File: src/rtl/display_scan_mux_if.sv
// Bus bundle for display_scan_mux: packed channel inputs, mode/scan controls and registered display outputs.
interface display_scan_mux_if #(
    parameter int DATA_W  = 12,
    parameter int NUM_CH  = 5,
    parameter int SEL_W   = 3,
    parameter int DWELL_W = 16
);
    logic [NUM_CH*DATA_W-1:0] ch_data;
    logic [1:0]               mode;
    logic [SEL_W-1:0]         manual_sel;
    logic [DWELL_W-1:0]       dwell;
    logic [NUM_CH-1:0]        ch_enable;
    logic [DATA_W-1:0]        out_data;
    logic [SEL_W-1:0]         out_ch;
    logic                     out_valid;
    logic                     ch_change;

    modport master (
        output ch_data, mode, manual_sel, dwell, ch_enable,
        input  out_data, out_ch, out_valid, ch_change
    );

    modport slave (
        input  ch_data, mode, manual_sel, dwell, ch_enable,
        output out_data, out_ch, out_valid, ch_change
    );
endinterface

File: src/rtl/display_scan_mux.sv
// Registered N-channel display multiplexer with manual select, auto-scan over enabled
// channels with programmable dwell, and freeze.
module display_scan_mux #(
    parameter int DATA_W  = 12,
    parameter int NUM_CH  = 5,
    parameter int SEL_W   = 3,
    parameter int DWELL_W = 16
) (
    input logic               clk,
    input logic               rst,
    display_scan_mux_if.slave bus
);
    localparam logic [1:0] MODE_MANUAL = 2'b00;
    localparam logic [1:0] MODE_AUTO   = 2'b01;

    logic [DATA_W-1:0]  ch_arr [NUM_CH];

    logic [DATA_W-1:0]  out_data_reg,  out_data_next;
    logic [SEL_W-1:0]   out_ch_reg,    out_ch_next;
    logic               out_valid_reg, out_valid_next;
    logic               ch_change_reg, ch_change_next;
    logic [SEL_W-1:0]   scan_ch_reg,   scan_ch_next;
    logic [DWELL_W-1:0] dwell_cnt_reg, dwell_cnt_next;
    logic [1:0]         prev_mode_reg;

    logic [SEL_W-1:0]   next_en_ch;
    logic [SEL_W:0]     idx_wide;
    logic [SEL_W-1:0]   man_sel;
    logic [DWELL_W-1:0] dwell_last;
    logic [DWELL_W-1:0] cnt_eff;

    genvar gi;
    generate
        for (gi = 0; gi < NUM_CH; gi++) begin : g_unpack
            assign ch_arr[gi] = bus.ch_data[gi*DATA_W +: DATA_W];
        end
    endgenerate

    // Nearest enabled channel after scan_ch, wrapping modulo NUM_CH; the loop runs from the
    // farthest offset down so the closest enabled channel wins.
    always_comb begin
        next_en_ch = scan_ch_reg;
        idx_wide   = '0;
        for (int off = NUM_CH - 1; off >= 1; off--) begin
            idx_wide = {1'b0, scan_ch_reg} + (SEL_W+1)'(off);
            if (idx_wide >= (SEL_W+1)'(NUM_CH))
                idx_wide = idx_wide - (SEL_W+1)'(NUM_CH);
            if (bus.ch_enable[idx_wide[SEL_W-1:0]])
                next_en_ch = idx_wide[SEL_W-1:0];
        end
    end

    assign man_sel    = ({1'b0, bus.manual_sel} < (SEL_W+1)'(NUM_CH)) ? bus.manual_sel : '0;
    assign dwell_last = (bus.dwell == '0) ? '0 : bus.dwell - DWELL_W'(1);
    // Entering auto restarts the dwell on the stored channel in the entry cycle itself.
    assign cnt_eff    = (prev_mode_reg != MODE_AUTO) ? '0 : dwell_cnt_reg;

    always_comb begin
        out_data_next  = out_data_reg;
        out_ch_next    = out_ch_reg;
        out_valid_next = out_valid_reg;
        scan_ch_next   = scan_ch_reg;
        dwell_cnt_next = dwell_cnt_reg;
        case (bus.mode)
            MODE_MANUAL: begin
                out_data_next  = ch_arr[man_sel];
                out_ch_next    = man_sel;
                out_valid_next = 1'b1;
                dwell_cnt_next = '0;
            end
            MODE_AUTO: begin
                if (bus.ch_enable == '0) begin
                    out_valid_next = 1'b0;
                end else begin
                    out_data_next  = ch_arr[scan_ch_reg];
                    out_ch_next    = scan_ch_reg;
                    out_valid_next = 1'b1;
                    // A disabled current channel is shown once, then skipped immediately.
                    if (!bus.ch_enable[scan_ch_reg] || cnt_eff >= dwell_last) begin
                        scan_ch_next   = next_en_ch;
                        dwell_cnt_next = '0;
                    end else begin
                        dwell_cnt_next = cnt_eff + DWELL_W'(1);
                    end
                end
            end
            default: begin
            end
        endcase
        ch_change_next = (out_ch_next != out_ch_reg);
    end

    always_ff @(posedge clk) begin
        if (rst) begin
            out_data_reg  <= '0;
            out_ch_reg    <= '0;
            out_valid_reg <= 1'b0;
            ch_change_reg <= 1'b0;
            scan_ch_reg   <= '0;
            dwell_cnt_reg <= '0;
            prev_mode_reg <= MODE_MANUAL;
        end else begin
            out_data_reg  <= out_data_next;
            out_ch_reg    <= out_ch_next;
            out_valid_reg <= out_valid_next;
            ch_change_reg <= ch_change_next;
            scan_ch_reg   <= scan_ch_next;
            dwell_cnt_reg <= dwell_cnt_next;
            prev_mode_reg <= bus.mode;
        end
    end

    assign bus.out_data  = out_data_reg;
    assign bus.out_ch    = out_ch_reg;
    assign bus.out_valid = out_valid_reg;
    assign bus.ch_change = ch_change_reg;
endmodule

File: src/flat_wrapper.sv
// flat-port wrapper written by rule: the top's interface ports become plain ports
module display_scan_mux_flat 
#(
    parameter int DATA_W  = 12,
    parameter int NUM_CH  = 5,
    parameter int SEL_W   = 3,
    parameter int DWELL_W = 16
)
  (clk, rst, bus_ch_data, bus_mode, bus_manual_sel, bus_dwell, bus_ch_enable, bus_out_data, bus_out_ch, bus_out_valid, bus_ch_change);
  display_scan_mux_if #(.DATA_W(DATA_W), .NUM_CH(NUM_CH), .SEL_W(SEL_W), .DWELL_W(DWELL_W)) bus_i ();
  input logic clk;
  input logic rst;
  input wire logic [$bits(bus_i.ch_data)-1:0] bus_ch_data;
  input wire logic [$bits(bus_i.mode)-1:0] bus_mode;
  input wire logic [$bits(bus_i.manual_sel)-1:0] bus_manual_sel;
  input wire logic [$bits(bus_i.dwell)-1:0] bus_dwell;
  input wire logic [$bits(bus_i.ch_enable)-1:0] bus_ch_enable;
  output wire logic [$bits(bus_i.out_data)-1:0] bus_out_data;
  output wire logic [$bits(bus_i.out_ch)-1:0] bus_out_ch;
  output wire logic [$bits(bus_i.out_valid)-1:0] bus_out_valid;
  output wire logic [$bits(bus_i.ch_change)-1:0] bus_ch_change;
  assign bus_i.ch_data = bus_ch_data;
  assign bus_i.mode = bus_mode;
  assign bus_i.manual_sel = bus_manual_sel;
  assign bus_i.dwell = bus_dwell;
  assign bus_i.ch_enable = bus_ch_enable;
  assign bus_out_data = bus_i.out_data;
  assign bus_out_ch = bus_i.out_ch;
  assign bus_out_valid = bus_i.out_valid;
  assign bus_ch_change = bus_i.ch_change;
  display_scan_mux #(.DATA_W(DATA_W), .NUM_CH(NUM_CH), .SEL_W(SEL_W), .DWELL_W(DWELL_W)) u_core (.clk(clk), .rst(rst), .bus(bus_i));
endmodule
File: config.mk
export PLATFORM = sky130hd
export DESIGN_NAME = display_scan_mux_flat
export DESIGN_NICKNAME = d
export VERILOG_FILES = /design/src/rtl/display_scan_mux_if.sv /design/src/rtl/display_scan_mux.sv /design/src/flat_wrapper.sv
export SDC_FILE = /design/constraint.sdc
export NUM_CORES = 1
export LEC_CHECK = 0
export ABC_AREA = 1
export BUFFER_PORTS_ARGS = -buffer_cell sky130_fd_sc_hd__buf_2
export CAP_MARGIN = 20
export CORE_MARGIN = 2
export CORE_UTILIZATION = 40
export DETAILED_ROUTE_END_ITERATION = 16
export MAX_ROUTING_LAYER = met4
export REMOVE_ABC_BUFFERS = 1
export SLEW_MARGIN = 20
export SYNTH_ARGS = -nofsm -noshare
export SYNTH_HDL_FRONTEND = slang
export SYNTH_SLANG_ARGS = --single-unit
File: constraint.sdc
create_clock -name clk -period 5.65 [get_ports clk]
set_clock_uncertainty 0.2 [all_clocks]
set_input_delay 0.8475 -clock clk [delete_from_list [all_inputs] [get_ports clk]]
set_output_delay 0.8475 -clock clk [all_outputs]
set_load 0.03 [all_outputs]
==> qor.yml, run 1 <==
worst_slew_pin_slew_ns: 1.05
tns_ns: 0
via_per_inst: 5.21
grt_max_degree: 63
synth_edf_count: 0
synth.avg_cell_area_sq_um: 5.85
cp-start-kind: "primary input"
antenna_left: 0
worstSetupEndpointType: "flip-flop"
post_cts_buffers: 0
insertedDiodeCount: 0
yosys-top-cells-area: "dfxtp_1 (17%), nand2_1 (16%), a21oi_1 (11%), inv_1 (7.7%), ha_1 (7.6%)"
htree_levels: 2
fin_crit_sh: 0.689
fp.dieW_um: 109
slew_headroom: 0.295
numPortBuffers: 104
drt_iter0_drc: 386
die_area_sq_um: 11900
grt_pass1_vias: 4514
grt_setup_unrepaired: "no"
start_util: 0.408
wl_um: 12800
synth_top_area_frac: 0.172
post-route-util: 0.469
largest_register_ffs: 16
synth.most_common_cell: "nand2_1"
cp_slowest_stage_delay_ns: 0.40
globalRoute.totalOverflow: 0
track_usage: 0.220
cp.required_ns: 5.67
numCtsBuffers: 5
async_reset_ff_frac: 0
cts.sinks: 38
hold_viol_final: 0
die_y_um: 109
num_rows: 38
max_freq_ghz: 0.257
power_density_nw_per_um2: 247
path_cells: "buf_2, nor2_1, nand2_1, nor3_2, nand3_1, nor3_1, nand3_1, xor2_1, nand2_1, ha_1, nand2_1, inv_1, nand3_1, inv_1, a21oi_1, nand4_4, nor2_2, o211ai_1, a21oi_1"
ys_ff_latch: 38
synth.distinct_cells: 43
clkTransAtPathRegs_ns: 0.07
antenna_found_initial: 0
p_leak_nw: 2.40
drive_above_1_share: 0.175
cts_tree: "done"
layout_min_cycle_time_ns: 3.90
cts_resized: 0
synth_flop_cell: "dfxtp_1"
slew_violations: 0
yosys.area.top_type: "dfxtp_1"
cp_max_fo: 11
status: "finished, final reports clean"
vias: 5102
grt_pass1_wl_um: 20900
min_path_type: "reg2reg"
timing.final.setup_violations: 0
path_class: "in2reg"
holdBufCountCts: 0
reg2reg_slack_ns: 2.39
detail_route.first_pass.iterations: 5
gp_congestion: 0.919
core_sq_um: 10800
area_growth_pct: 14.9
syn_inst: 757
netlist_area_sq_um: 4430
ir_worst_vdd_v: 0.000169
fillers: 1142
ioPinCount: 105
ys_warn_count: 0
timing.max_cap.violations: 0
yosys-top-cells-count: "nand2_1 (184), a21oi_1 (101), inv_1 (91), o21ai_0 (65), nor2_1 (63)"
wire_per_inst_um: 13.1
synth_seq_area_share: 0.172
remaining_drc_errors: 0
arrival_ns: 3.92
cpMaxStageDelayCell: "nor2_2"
clockBufferDepth: 2
hpwl_um: 9660
clock_latency_ns: 0.29
clockRootBuffer: "clkbuf_8"
nets: 954
==> cell families (layout without fill, tap and decap cells) <==
group                    count (synthesis)  after routing  share of synthesized area
flip-flops                              38             38                      0.172
adder cells (fa/ha/maj)                 28             28                     0.0808
AO/OA/AOI/OAI                          214            214                      0.269
AND/OR/NAND/NOR                        327            327                      0.322
buffers and inverters                  130            212                      0.117
XOR/XNOR                                20             20                     0.0396
==> layout by cell type, fill, tap and decap left out, types with 2 or more instances in the layout <==
cell type | Yosys | final
nand2_1 | 184 | 184
buf_2 | 6 | 104
a21oi_1 | 101 | 101
inv_1 | 91 | 91
o21ai_0 | 65 | 65
nor2_1 | 63 | 63
dfxtp_1 | 38 | 37
nand3_1 | 33 | 33
ha_1 | 27 | 27
o211ai_1 | 25 | 25
nor3_1 | 12 | 12
xnor2_1 | 11 | 11
xor2_1 | 9 | 9
nand4_1 | 8 | 8
nand2_2 | 7 | 7
inv_2 | 6 | 6
clkbuf_8 | 0 | 6
o21ai_1 | 4 | 4
nand3_2 | 4 | 4
o22ai_1 | 4 | 4
nand3b_1 | 3 | 3
nor2_2 | 3 | 3
o221ai_1 | 3 | 3
buf_4 | 2 | 3
nor4_1 | 2 | 2
or2_2 | 2 | 2
a22oi_1 | 2 | 2
a31oi_1 | 2 | 2
o21ai_2 | 2 | 2
o21a_1 | 2 | 2
==> critical path, delay by kind of cell <==
kind | cells | cell delay [ns]
AO/OA/AOI/OAI | 3 | 0.55
AND/OR/NAND/NOR | 11 | 1.85
buffers and inverters | 3 | 0.20
XOR/XNOR | 1 | 0.15
adder cells (fa/ha/maj) | 1 | 0.31
==> metrics by stage <==
stage / hold WS [ns] / std cells / power (mW) / cell area [sq um] / setup WS, ns
4_1_cts: 0.269 / 979 / 1.26 / 5090 / 1.69
6_report: 0.269 / 979 / 1.26 / 5090 / 1.75
2_1_floorplan: 0.239 / 724 / 0.863 / 4270 / 2.01
3_3_place_gp: 0.245 / 971 / 1.05 / 4990 / 1.47
3_5_place_dp: 0.259 / 971 / 1.06 / 4990 / 1.39
5_1_grt: 0.287 / 979 / 1.39 / 5090 / 1.27
==> layout make-up <==
type / count / area (sq um) / area share
multi-input cells: 589 / 3150 / 0.619
flip-flops and latches: 38 / 762 / 0.150
repair buffers: 107 / 543 / 0.107
inverters: 97 / 364 / 0.0716
well taps: 140 / 175 / 0.0344
clock buffers: 6 / 82.6 / 0.0162
clock inverters: 2 / 12.5 / 0.00246
==> final timing paths <==
kind	start	to	depth (start not counted)
hold reg to reg	u_core.dwell_cnt_reg[10]	u_core.dwell_cnt_reg[10]	2
setup / recovery	bus_dwell[2]	u_core.dwell_cnt_reg[10]	19
setup reg to reg	u_core.scan_ch_reg[2]	u_core.dwell_cnt_reg[10]	8
hold / removal	u_core.dwell_cnt_reg[10]	u_core.dwell_cnt_reg[10]	2
==> where the power goes <==
group / internal (mW) / switching, mW / leakage [nW]
combinational: 0.258 / 0.499 / 2.05
sequential: 0.286 / 0.0185 / 0.312
clock: 0.0981 / 0.0983 / 0.0472
total: 0.642 / 0.616 / 2.40
==> metal layers <==
layer / global-route usage / part of all wire / wire length [um] / vias to the layer above
met5: - / 0 / 0 / -
met4: 0.0570 / 0.016 / 207 / 0
met3: 0.0251 / 0.061 / 780 / 18
met2: 0.363 / 0.44 / 5670 / 157
met1: 0.287 / 0.48 / 6130 / 2258
li1: - / - / - / 2669
Power figures use the tool's default switching activity.
==> run 2, diff against run 1 <==
==> constraint.sdc (replaced) <==
create_clock -name clk -period 4 [get_ports clk]
set_clock_uncertainty 0.2 [all_clocks]
set_input_delay 0.6 -clock clk [delete_from_list [all_inputs] [get_ports clk]]
set_output_delay 0.6 -clock clk [all_outputs]
set_load 0.03 [all_outputs]
==> qor.yml, run 2 (synthesis results as in run 1) <==
insertedDiodeCount: 0  # unchanged
path_class: "reg2reg"  # was in2reg
nets: 959  # was 954
num_rows: 38  # unchanged
antenna_found_initial: 0  # unchanged
cpMaxStageDelayCell: "dfxtp_1"  # was nor2_2
area_growth_pct: 15.4  # was 14.9%
p_leak_nw: 2.43  # was 2.40 nW
arrival_ns: 3.32  # was 3.92 ns
detail_route.first_pass.iterations: 5  # unchanged
max_freq_ghz: 0.298
holdBufCountCts: 0  # unchanged
slew_headroom: 0.467  # was 0.295
wl_um: 12900  # was 12800 um
antenna_left: 0  # unchanged
grt_pass1_wl_um: 21300  # was 20900 um
die_y_um: 109  # unchanged
track_usage: 0.223  # was 0.220
cp.required_ns: 3.96  # was 5.67 ns
reg2reg_slack_ns: 0.64  # was 2.39 ns
grt_max_degree: 63  # unchanged
status: "finished, final reports clean"  # unchanged
path_cells: "inv_1, ha_1, ha_1, nand2_1, nand2_1, o21ai_0, inv_1, nand3_1, o21ai_1, nand2_1, o21ai_0, nor2_1, nand2_1, nand2_2, nand2_1, nand2_1, nor2_2"  # was buf_2, nor2_1, nand2_1, nor3_2, nand3_1, nor3_1, nand3_1, xor2_1, nand2_1, ha_1, nand2_1, inv_1, nand3_1, inv_1, a21oi_1, nand4_4, nor2_2, o211ai_1, a21oi_1
whs_path_depth: 2  # unchanged
numPortBuffers: 104  # unchanged
cts_resized: 0  # unchanged
final_common_cell: "nand2_1"  # unchanged
largest_register_ffs: 16  # unchanged
post_cts_buffers: 0  # unchanged
remaining_drc_errors: 0  # unchanged
post-route-util: 0.471  # was 0.469
met3_usage: 0.0185  # was 0.0251
clockRootBuffer: "clkbuf_8"  # unchanged
ioPinCount: 105  # unchanged
grt_use_met2: 0.364  # was 0.363
cts.sinks: 38  # unchanged
die_area_sq_um: 11900  # unchanged
clock_latency_ns: 0.29  # about the same
globalRoute.totalOverflow: 0  # unchanged
drive_above_1_share: 0.179  # was 0.175
path_common_cell: "nand2_1"
via_per_inst: 5.20  # was 5.21
cp_max_fo: 14  # was 11
timing.final.setup_violations: 0  # unchanged
fin_crit_sh: 0.839
reg2reg_depth: 17  # was 8
drt_iter0_drc: 478  # was 386
layout_min_cycle_time_ns: 3.36
start_util: 0.408  # unchanged
hpwl_um: 9870  # was 9660 um
slew_violations: 0  # unchanged
gp_congestion: 0.925  # was 0.919
core_sq_um: 10800  # unchanged
grt_setup_unrepaired: "no"  # unchanged
ir_worst_vdd_v: 0.000288  # was 0.000169 V
path_buf_inv: 2  # was 3
htree_levels: 2  # unchanged
grt_pass1_vias: 4603  # was 4514
cp.depth: 17  # was 19
numCtsBuffers: 5  # unchanged
cp-start-kind: "flip-flop"  # was primary input
mostFrequentLayoutCells: "nand2_1 (184), buf_2 (104), a21oi_1 (101)"  # unchanged
cts_tree: "done"  # unchanged
clockBufferDepth: 2  # unchanged
worst_slew_pin_slew_ns: 0.799  # was 1.05 ns
worstSetupEndpointType: "flip-flop"  # unchanged
timing.max_cap.violations: 0  # unchanged
fillers: 1166  # was 1142
hold_viol_final: 0  # unchanged
clkTransAtPathRegs_ns: 0.07  # about the same
tns_ns: 0  # unchanged
busiest_layer: "met2"  # unchanged
min_path_type: "reg2reg"  # unchanged
fp.dieW_um: 109  # unchanged
vias: 5113  # was 5102
path_delay_family: "simple AND/OR/NAND/NOR gates"  # unchanged
grtUsageMet1: 0.300  # was 0.287
cp_slowest_stage_delay_ns: 0.74  # was 0.40 ns
power_density_nw_per_um2: 344  # was 247 nW/um^2
wire_per_inst_um: 13.2  # was 13.1 um
-- run 2: area by class of cell --
cell class / instances / area [sq um] / area share
Clock inverter: 2 / 10.0 / 0.00196
Multi-Input combinational cell: 589 / 3150 / 0.616
Clock buffer: 5 / 68.8 / 0.0135
Timing Repair Buffer: 112 / 581 / 0.114
Sequential cell: 38 / 762 / 0.149
Tap cell: 140 / 175 / 0.0343
Inverter: 97 / 364 / 0.0713
-- run 2: metrics by stage --
| stage | hold slack [ns] | cell area [sq um] | setup slack (ns) | total power, mW | cells |
|---|---|---|---|---|---|
| after global placement | 0.249 | 5030 | 0.400 | 1.49 | 976 |
| after global routing | 0.279 | 5110 | 0.251 | 1.94 | 983 |
| final | 0.267 | 5110 | 0.642 | 1.76 | 983 |
| after floorplan | 0.239 | 4270 | 0.396 | 1.22 | 724 |
| after CTS | 0.267 | 5110 | 0.627 | 1.76 | 983 |
| after detailed placement | 0.250 | 5030 | 0.315 | 1.51 | 976 |
-- run 2: tightest hold or removal path: cells and delay by family, from the launching register on --
| family | cells | cell delay, ns |
|---|---|---|
| DFF | 1 | 0.33 |
| and+or+nand+nor | 1 | 0.05 |
| AOI/OAI and AO/OA | 1 | 0.05 |
-- run 2: path summary, 6_finish.rpt --
check / start / end
hold reg to reg: u_core.bus.out_valid / u_core.bus.out_valid
setup / recovery: u_core.scan_ch_reg[1] / u_core.scan_ch_reg[1]
setup reg to reg: u_core.scan_ch_reg[1] / u_core.scan_ch_reg[1]
hold / removal: u_core.bus.out_valid / u_core.bus.out_valid
-- run 2: metal layers --
| layer | wire (um) | vias up |
|---|---|---|
| li1 | - | 2678 |
| met1 | 6330 | 2282 |
| met2 | 5790 | 143 |
| met3 | 720 | 10 |
| met4 | 98 | 0 |
| met5 | 0 | - |
-- run 2: report_power, final --
part	leakage, nW	switching, mW	internal (mW)	total [mW]
clock	0.0438	0.130	0.117	0.247
combinational	2.07	0.706	0.370	1.08
sequential	0.312	0.0325	0.405	0.437
